`src/rtl/io_conditioner.sv`:
```
// Raw pin front-end: per-channel synchroniser, polarity normalisation, debounce,
// rise/fall pulses. Auto-repeat pulses are built only when IO_COND_REPEAT_EN is defined.
module io_conditioner #(
  parameter int unsigned         CHANNELS        = 12,
  parameter int unsigned         SYNC_STAGES     = 2,
  parameter int unsigned         DEBOUNCE_CYCLES = 500000,
  parameter logic [CHANNELS-1:0] ACTIVE_LOW_MASK = CHANNELS'(12'h003),
  parameter int unsigned         REPEAT_DELAY    = 25000000,
  parameter int unsigned         REPEAT_PERIOD   = 5000000
) (
  input  logic                clk,
  input  logic                rst,
  input  logic [CHANNELS-1:0] pin_i,
  output logic [CHANNELS-1:0] level,
  output logic [CHANNELS-1:0] rise,
  output logic [CHANNELS-1:0] fall,
  output logic [CHANNELS-1:0] rpt,
  output logic                event_any
);

  localparam int unsigned    CW       = $clog2(DEBOUNCE_CYCLES + 1);
  localparam logic [CW-1:0]  CNT_LAST = CW'(DEBOUNCE_CYCLES - 1);

  typedef enum logic {STABLE, PENDING} db_state_t;

  if (SYNC_STAGES < 2 || DEBOUNCE_CYCLES < 1 || REPEAT_DELAY < 1 || REPEAT_PERIOD < 1)
  begin : g_bad_param
    $error("io_conditioner: illegal parameter value");
  end

  logic [CHANNELS-1:0] pin_n;
  logic [CHANNELS-1:0] s;
  logic [CHANNELS-1:0] acc_rise;
  logic [CHANNELS-1:0] acc_fall;
  logic [CHANNELS-1:0] sync_q [SYNC_STAGES];
  db_state_t           state  [CHANNELS];
  logic [CW-1:0]       cnt    [CHANNELS];

  // Inversion happens before the first flop so the chain resets to "inactive".
  assign pin_n = pin_i ^ ACTIVE_LOW_MASK;
  assign s     = sync_q[SYNC_STAGES-1];

  always_ff @(posedge clk or posedge rst) begin
    if (rst) begin
      for (int unsigned k = 0; k < SYNC_STAGES; k++) sync_q[k] <= '0;
    end else begin
      sync_q[0] <= pin_n;
      for (int unsigned k = 1; k < SYNC_STAGES; k++) sync_q[k] <= sync_q[k-1];
    end
  end

  // A change is accepted on the DEBOUNCE_CYCLES-th consecutive differing sample.
  always_comb begin
    acc_rise = '0;
    acc_fall = '0;
    for (int unsigned i = 0; i < CHANNELS; i++) begin
      if (s[i] != level[i]) begin
        if ((state[i] == PENDING) ? (cnt[i] == CNT_LAST) : (DEBOUNCE_CYCLES == 1)) begin
          acc_rise[i] = s[i];
          acc_fall[i] = ~s[i];
        end
      end
    end
  end

  always_ff @(posedge clk or posedge rst) begin
    if (rst) begin
      level <= '0;
      rise  <= '0;
      fall  <= '0;
      for (int unsigned i = 0; i < CHANNELS; i++) begin
        state[i] <= STABLE;
        cnt[i]   <= '0;
      end
    end else begin
      level <= level ^ (acc_rise | acc_fall);
      rise  <= acc_rise;
      fall  <= acc_fall;
      for (int unsigned i = 0; i < CHANNELS; i++) begin
        case (state[i])
          STABLE: begin
            if (s[i] != level[i] && !(acc_rise[i] || acc_fall[i])) begin
              state[i] <= PENDING;
              cnt[i]   <= CW'(1);
            end
          end
          PENDING: begin
            if (s[i] == level[i] || acc_rise[i] || acc_fall[i]) begin
              state[i] <= STABLE;
              cnt[i]   <= '0;
            end else begin
              cnt[i] <= cnt[i] + CW'(1);
            end
          end
          default: begin
            state[i] <= STABLE;
            cnt[i]   <= '0;
          end
        endcase
      end
    end
  end

`ifdef IO_COND_REPEAT_EN
  localparam int unsigned RMAX = (REPEAT_DELAY > REPEAT_PERIOD) ? REPEAT_DELAY : REPEAT_PERIOD;
  localparam int unsigned RW   = $clog2(RMAX + 1);
  localparam logic [RW-1:0] R_FIRST = RW'(REPEAT_DELAY - 1);
  localparam logic [RW-1:0] R_NEXT  = RW'(REPEAT_PERIOD - 1);

  logic [RW-1:0]       rcnt [CHANNELS];
  logic [CHANNELS-1:0] rep_on;
  logic [CHANNELS-1:0] rep_first;

  // rcnt counts cycles since the last rise/repeat pulse; the level-change edge never fires rpt.
  always_ff @(posedge clk or posedge rst) begin
    if (rst) begin
      rpt       <= '0;
      rep_on    <= '0;
      rep_first <= '0;
      for (int unsigned i = 0; i < CHANNELS; i++) rcnt[i] <= '0;
    end else begin
      for (int unsigned i = 0; i < CHANNELS; i++) begin
        rpt[i] <= 1'b0;
        if (acc_rise[i]) begin
          rep_on[i]    <= 1'b1;
          rep_first[i] <= 1'b1;
          rcnt[i]      <= '0;
        end else if (acc_fall[i] || !rep_on[i]) begin
          rep_on[i] <= 1'b0;
          rcnt[i]   <= '0;
        end else if (rcnt[i] == (rep_first[i] ? R_FIRST : R_NEXT)) begin
          rpt[i]       <= 1'b1;
          rep_first[i] <= 1'b0;
          rcnt[i]      <= '0;
        end else begin
          rcnt[i] <= rcnt[i] + RW'(1);
        end
      end
    end
  end
`else
  assign rpt = '0;
`endif

  assign event_any = |(rise | fall | rpt);

endmodule

```
`config.mk`:
```
export PLATFORM = sky130hd
export DESIGN_NAME = io_conditioner
export DESIGN_NICKNAME = d
export VERILOG_FILES = /design/src/rtl/io_conditioner.sv
export SDC_FILE = /design/constraint.sdc
export NUM_CORES = 1
export LEC_CHECK = 0
export CAP_MARGIN = 20
export CORE_MARGIN = 3
export CORE_UTILIZATION = 31
export CTS_BUF_LIST = sky130_fd_sc_hd__clkbuf_8
export CTS_CLUSTER_DIAMETER = 50
export DETAILED_ROUTE_END_ITERATION = 12
export GPL_TIMING_DRIVEN = 0
export SLEW_MARGIN = 0
export SYNTH_ARGS = -nofsm -noshare
export SYNTH_HDL_FRONTEND = slang
export SYNTH_SLANG_ARGS = --single-unit
```
`constraint.sdc`:
```
create_clock -name clk -period 10.23 [get_ports clk]
set_input_delay 1.5345 -clock clk [delete_from_list [all_inputs] [get_ports clk]]
set_output_delay 1.5345 -clock clk [all_outputs]
set_load 0.01 [all_outputs]
```
# Word-level counts from Yosys, hierarchy flattened
# Index checks and enable logic that the tools add are counted.
# totals
register_bits	300
elab_cells	310
input_bits	14
output_inout_bits	49
# classes
addsub	12
muxes	132
n_bitwise	28
n_eq_ne	48
n_reduce_logical	61
# op_table
operator	n
two-way mux 19 bit	24
case mux 19 bit (2 select lines)	12
adder 19 x 1 -> 19 bit (second input constant)	12
equality test 19 bit (second input constant)	12
two-way mux 1 bit	84
logical OR 1 bit	36
inequality test 2 bit (second input constant)	12
inverter 1 bit	24
bitwise OR 12 bit	2
case mux 1 bit (2 select lines)	12
equality test 1 bit	12
logical AND 1 bit	12
zero test 1 bit	12
inequality test 1 bit	12
OR reduction 12 bit	1
XOR 12 bit	1
inverter 2 bit	1

# Depth between registers and ports, before layout
# logic_depth
depth_word	9
ltp_mapped	9
ltp_nobuf	8

# Worst setup path before layout
# OpenSTA, ideal clock, no wires.
# synth_path
path_kind	register -> output
startpoint	register fall[9]
endpoint	output event_any
path_slack_ps	7754
t_arrival_ps	941
n_path_buf	0
required_time_ps	8696
stages_incl_launch_ff	4
cell_sequence	dfrtp_1 -> nor4_1 -> and4_1 -> nand3_1
# synth_via
elab_chain_len	2
# synth_rtl
item	line_no	text
start: declaration	16	output logic [CHANNELS-1:0] fall,
start signal: assignment	78	fall <= acc_fall;
bitwise OR 12 bit	145	assign event_any = |(rise | fall | rpt);
OR reduction 12 bit	145	
end: declaration	18	output logic event_any
# Every way passes these cells.

# Worst setup path in the final report
# layout_path
startpoint	register rise[10]
endpoint	output event_any
# layout_via
elab_chain_len	2
# layout_rtl
item	line_no	text
start: declaration	15	output logic [CHANNELS-1:0] rise,
start signal: assignment	77	rise <= acc_rise;
bitwise OR 12 bit	145	
OR reduction 12 bit	145	
# Every way passes these cells.

==> summary.txt <==
Floorplan
  • Num ports: 63
  • Floorplan die height: 225.1 µm
  • Area enclosed by the die boundary: 0.05065 mm²
  • Site Rows: 79
  • Width of the chip: 225.1 µm
  • Starting utilization of the core area: 31.69%
  • Core box area: 0.04695 mm²

Global route
  • Overall routing resource usage: 12.79%
  • First-pass GRT wire length: 54.53 mm
  • Largest net degree at the start of global routing: 122
  • Number of antenna violations at the first check in global routing: 1
  • Via count of the first global-routing pass: 11,040
  • GRT overflow: 0

Place
  • Final weighted congestion in routability-driven placement: 0.8144
  • Worst slack, placed: 6558 ps
  • Detailed placer's ending HPWL: 21.57 mm
  • Count of input and output buffers: 50
  • Placed inst area: 0.01624 mm²

Pwr
  • Logic pwr share: 4.6%
  • Leakage: 7.616 nW
  • Net switching power: 0.0006275 W
  • Peak supply drop: 0.08576 mV
  • Pwr Density: 152.1 mW/mm²
  • Net switching fraction of the power: 23.54%
  • Design internal power: 0.002038 W
  • Clock network fraction of total power: 49.4%
  • Sequential group share of total power: 46.1%

Yosys
  • Library cells used by synthesis: 68
  • Post-synthesis cell type with the largest combined area: sky130_fd_sc_hd__dfrtp_1
  • Number of instances in the synthesized netlist: 1,492
  • Leading cell types by count after synthesis: sky130_fd_sc_hd__dfrtp_1 (300), sky130_fd_sc_hd__nor2_1 (181), sky130_fd_sc_hd__nand3_1 (119), sky130_fd_sc_hd__nand2_1 (115), sky130_fd_sc_hd__xor2_1 (96)
  • Mean cell area of the mapped netlist: 9.971 µm²
  • Post-synth design cell area: 0.01488 mm²
  • Library cell with the highest instance count after synthesis: sky130_fd_sc_hd__dfrtp_1
  • #FFs+latches synth: 300
  • Top FF cell, synth: sky130_fd_sc_hd__dfrtp_1
  • Synth top area share: 50.46%
  • Dominant cells by area after synthesis: sky130_fd_sc_hd__dfrtp_1 (50%), sky130_fd_sc_hd__xor2_1 (5.7%), sky130_fd_sc_hd__nor2_1 (4.6%)
  • Total number of yosys warnings: 0
  • Sequential cell area fraction in the yosys report: 50.46%
  • Synth async-reset ratio: 100.0%
  • Number of enable-type register cells in the synthesized netlist: 0

Setup path
  • Register-to-register path setup slack: 7580 ps
  • Critical Path Source Type: flop
  • Critical path data required time: 8700 ps
  • Highest net fanout along the worst path: 2
  • Destination of the worst register-to-register timing path: cnt[211]
  • Worst setup path endpoint: event_any
  • Worst setup path class: flop to output port
  • Type of destination of the critical path: output port
  • CP startpoint: rise[10]
  • Worst path arrival time: 2760 ps
  • Depth of the worst register-to-register path: 8
  • Launch instance of the worst register-to-register path: cnt[209]

Drt
  • Routed wirelength normalized by instance count: 14.22 µm
  • Post-detailed-route via-to-cell ratio: 5.021
  • Via count of the routed design: 11,360
  • Routed WL: 32.17 mm
  • Number of iterations in the first detailed-routing pass: 5
  • Count of routing violations after the opening detailed-route iteration: 722
  • DRC violation count after routing: 0
  • Count of nets left with antenna violations after detail routing: 0

Final layout
  • Filler Cell Count: 4,594
  • Layout overhead on the synthesized area: 17.84%
  • Fraction of layout cells with a size suffix above 1: 8.822%
  • Seq. cell area: 0.007507 mm²
  • End-of-flow core utilization: 37.34%
  • Multi-input logic area: 0.007014 mm²
  • Count of nets after finishing: 1,638
  • Final design instance area without fill: 0.01753 mm²

STA
  • Worst Tran Pin Value: 823.5 ps
  • Number of pins exceeding their max-slew limit in the final report: 0
  • Post-route fraction of the period consumed by the critical path: 41.97%
  • Headroom to the max-slew limit: 44.59%
  • RSZ-0062 raised after global routing: no
  • Final worst-path setup slack: 5937 ps
  • Maximum clock frequency: 0.2329 GHz
  • Final hold violations: 0
  • Accumulated negative setup slack: 0 ps
  • Tmin final: 4293 ps
  • Final setup violation count: 0
  • Worst Skew: 14.06 ps

Job
  • Number of max-cap violations: 0

Min path
  • Worst hold-check path type: flop to flop

Clocking
  • Reg clk slew, reported paths: 60 ps
  • Post-cts gate resize count: 0
  • Skew-Pair Late Insertion Delay: 600 ps
  • TritonCTS clock tree: yes
  • Clock tree buffer depth: 3
  • Clock Tree Root: sky130_fd_sc_hd__clkbuf_8
  • Setup repair bufs after CTS: 0
  • Number of buffers added by the clock tree synthesis step: 55
  • Hold Buf Count CTS: 0
  • Maximum level of the CTS H-tree: 2
  • Number of sinks on the clock net: 300

Status
  • Result of the run: completed
-- per-stage QoR --
step	total power, W	instances	hold WS [ps]
2_1_floorplan	0.001332	1503	331.2
3_3_place_gp	0.001368	2160	331.7
3_5_place_dp	0.001373	2162	336.5
4_1_cts	0.002725	2262	346.0
5_1_grt	0.002794	2263	350.5
6_report	0.002666	2263	346.4
-- metal layers --
metal	wire length [µm]	track usage (%)	vias up
met3	1343	2.553	60
met1	15900	18.01	5537
met5	0	0	-
met2	14090	19.34	191
li1	-	-	5575
met4	841	5.229	0
-- power by group through the flow --
stage	sequential [W]	combinational [W]	clock, W
final	0.00123	0.000122	0.00132
after global routing	0.00123	0.000141	0.00142
after CTS	0.00123	0.000125	0.00137
after detailed placement	0.00125	0.000125	0
after global placement	0.00125	0.000119	0
after floorplan	0.00124	0.0000884	0
-- how the worst min path moves through the flow --
| stage | start | to | slack, ps | cells after the start |
|---|---|---|---|---|
| floorplan | sync_q[12] | s[0] | 330 | 0 |
| global placement | sync_q[12] | s[0] | 330 | 0 |
| detailed placement | sync_q[21] | s[9] | 340 | 0 |
| CTS | sync_q[18] | s[6] | 350 | 0 |
| global route | sync_q[18] | s[6] | 350 | 0 |
| finish | sync_q[18] | s[6] | 350 | 0 |
-- critical path, cell delays in order, from the launching register on --
cell and delay (ps):
sky130_fd_sc_hd__dfrtp_1 430, sky130_fd_sc_hd__nor4_1 730, sky130_fd_sc_hd__and4_1 390, sky130_fd_sc_hd__nand3_1 110, sky130_fd_sc_hd__clkdlybuf4s50_1 490
-- logic make-up (layout without fill, tap and decap cells) --
group,Yosys count,after routing,synth area share [%]
and+or+nand+nor,738,738,26.44
buffers and inverters,91,243,2.666
AOI/OAI and AO/OA,156,156,7.662
muxes,23,23,1.665
xor gates and xnor gates,171,171,10.07
other,1,13,0.02521
DFF,300,300,50.46
adders and majority gates,12,12,1.009
-- area by class of cell --
class | instances | area share (%)
clock buffers | 70 | 5.496
inverters | 44 | 0.9849
plain buffers | 47 | 1.320
clock inverters | 30 | 1.849
diodes | 1 | 0.01427
multi-input cells | 1112 | 40.01
well taps | 607 | 4.332
flip-flops and latches | 300 | 42.82
repair buffers | 52 | 3.169
-- state kept, by name, summed over array words and instances (netlist names), named ones only --
| register | count |
|---|---|
| state | 12 |
| sync_q | 12 |
| cnt | 228 |
| s | 12 |
| rise | 12 |
| fall | 12 |
-- placed cells by master (no fill, tap or decap), drive strengths merged, types with 39 or more instances in the layout --
master	count
inv	53
xor2	96
clkbuf	99
o21ai	39
xnor2	75
nand4	68
nor2	181
nand3	119
and3	41
clkdlybuf4s50	50
nand2	115
dfrtp	300
Note: power is estimated with default switching activity, not from simulation.
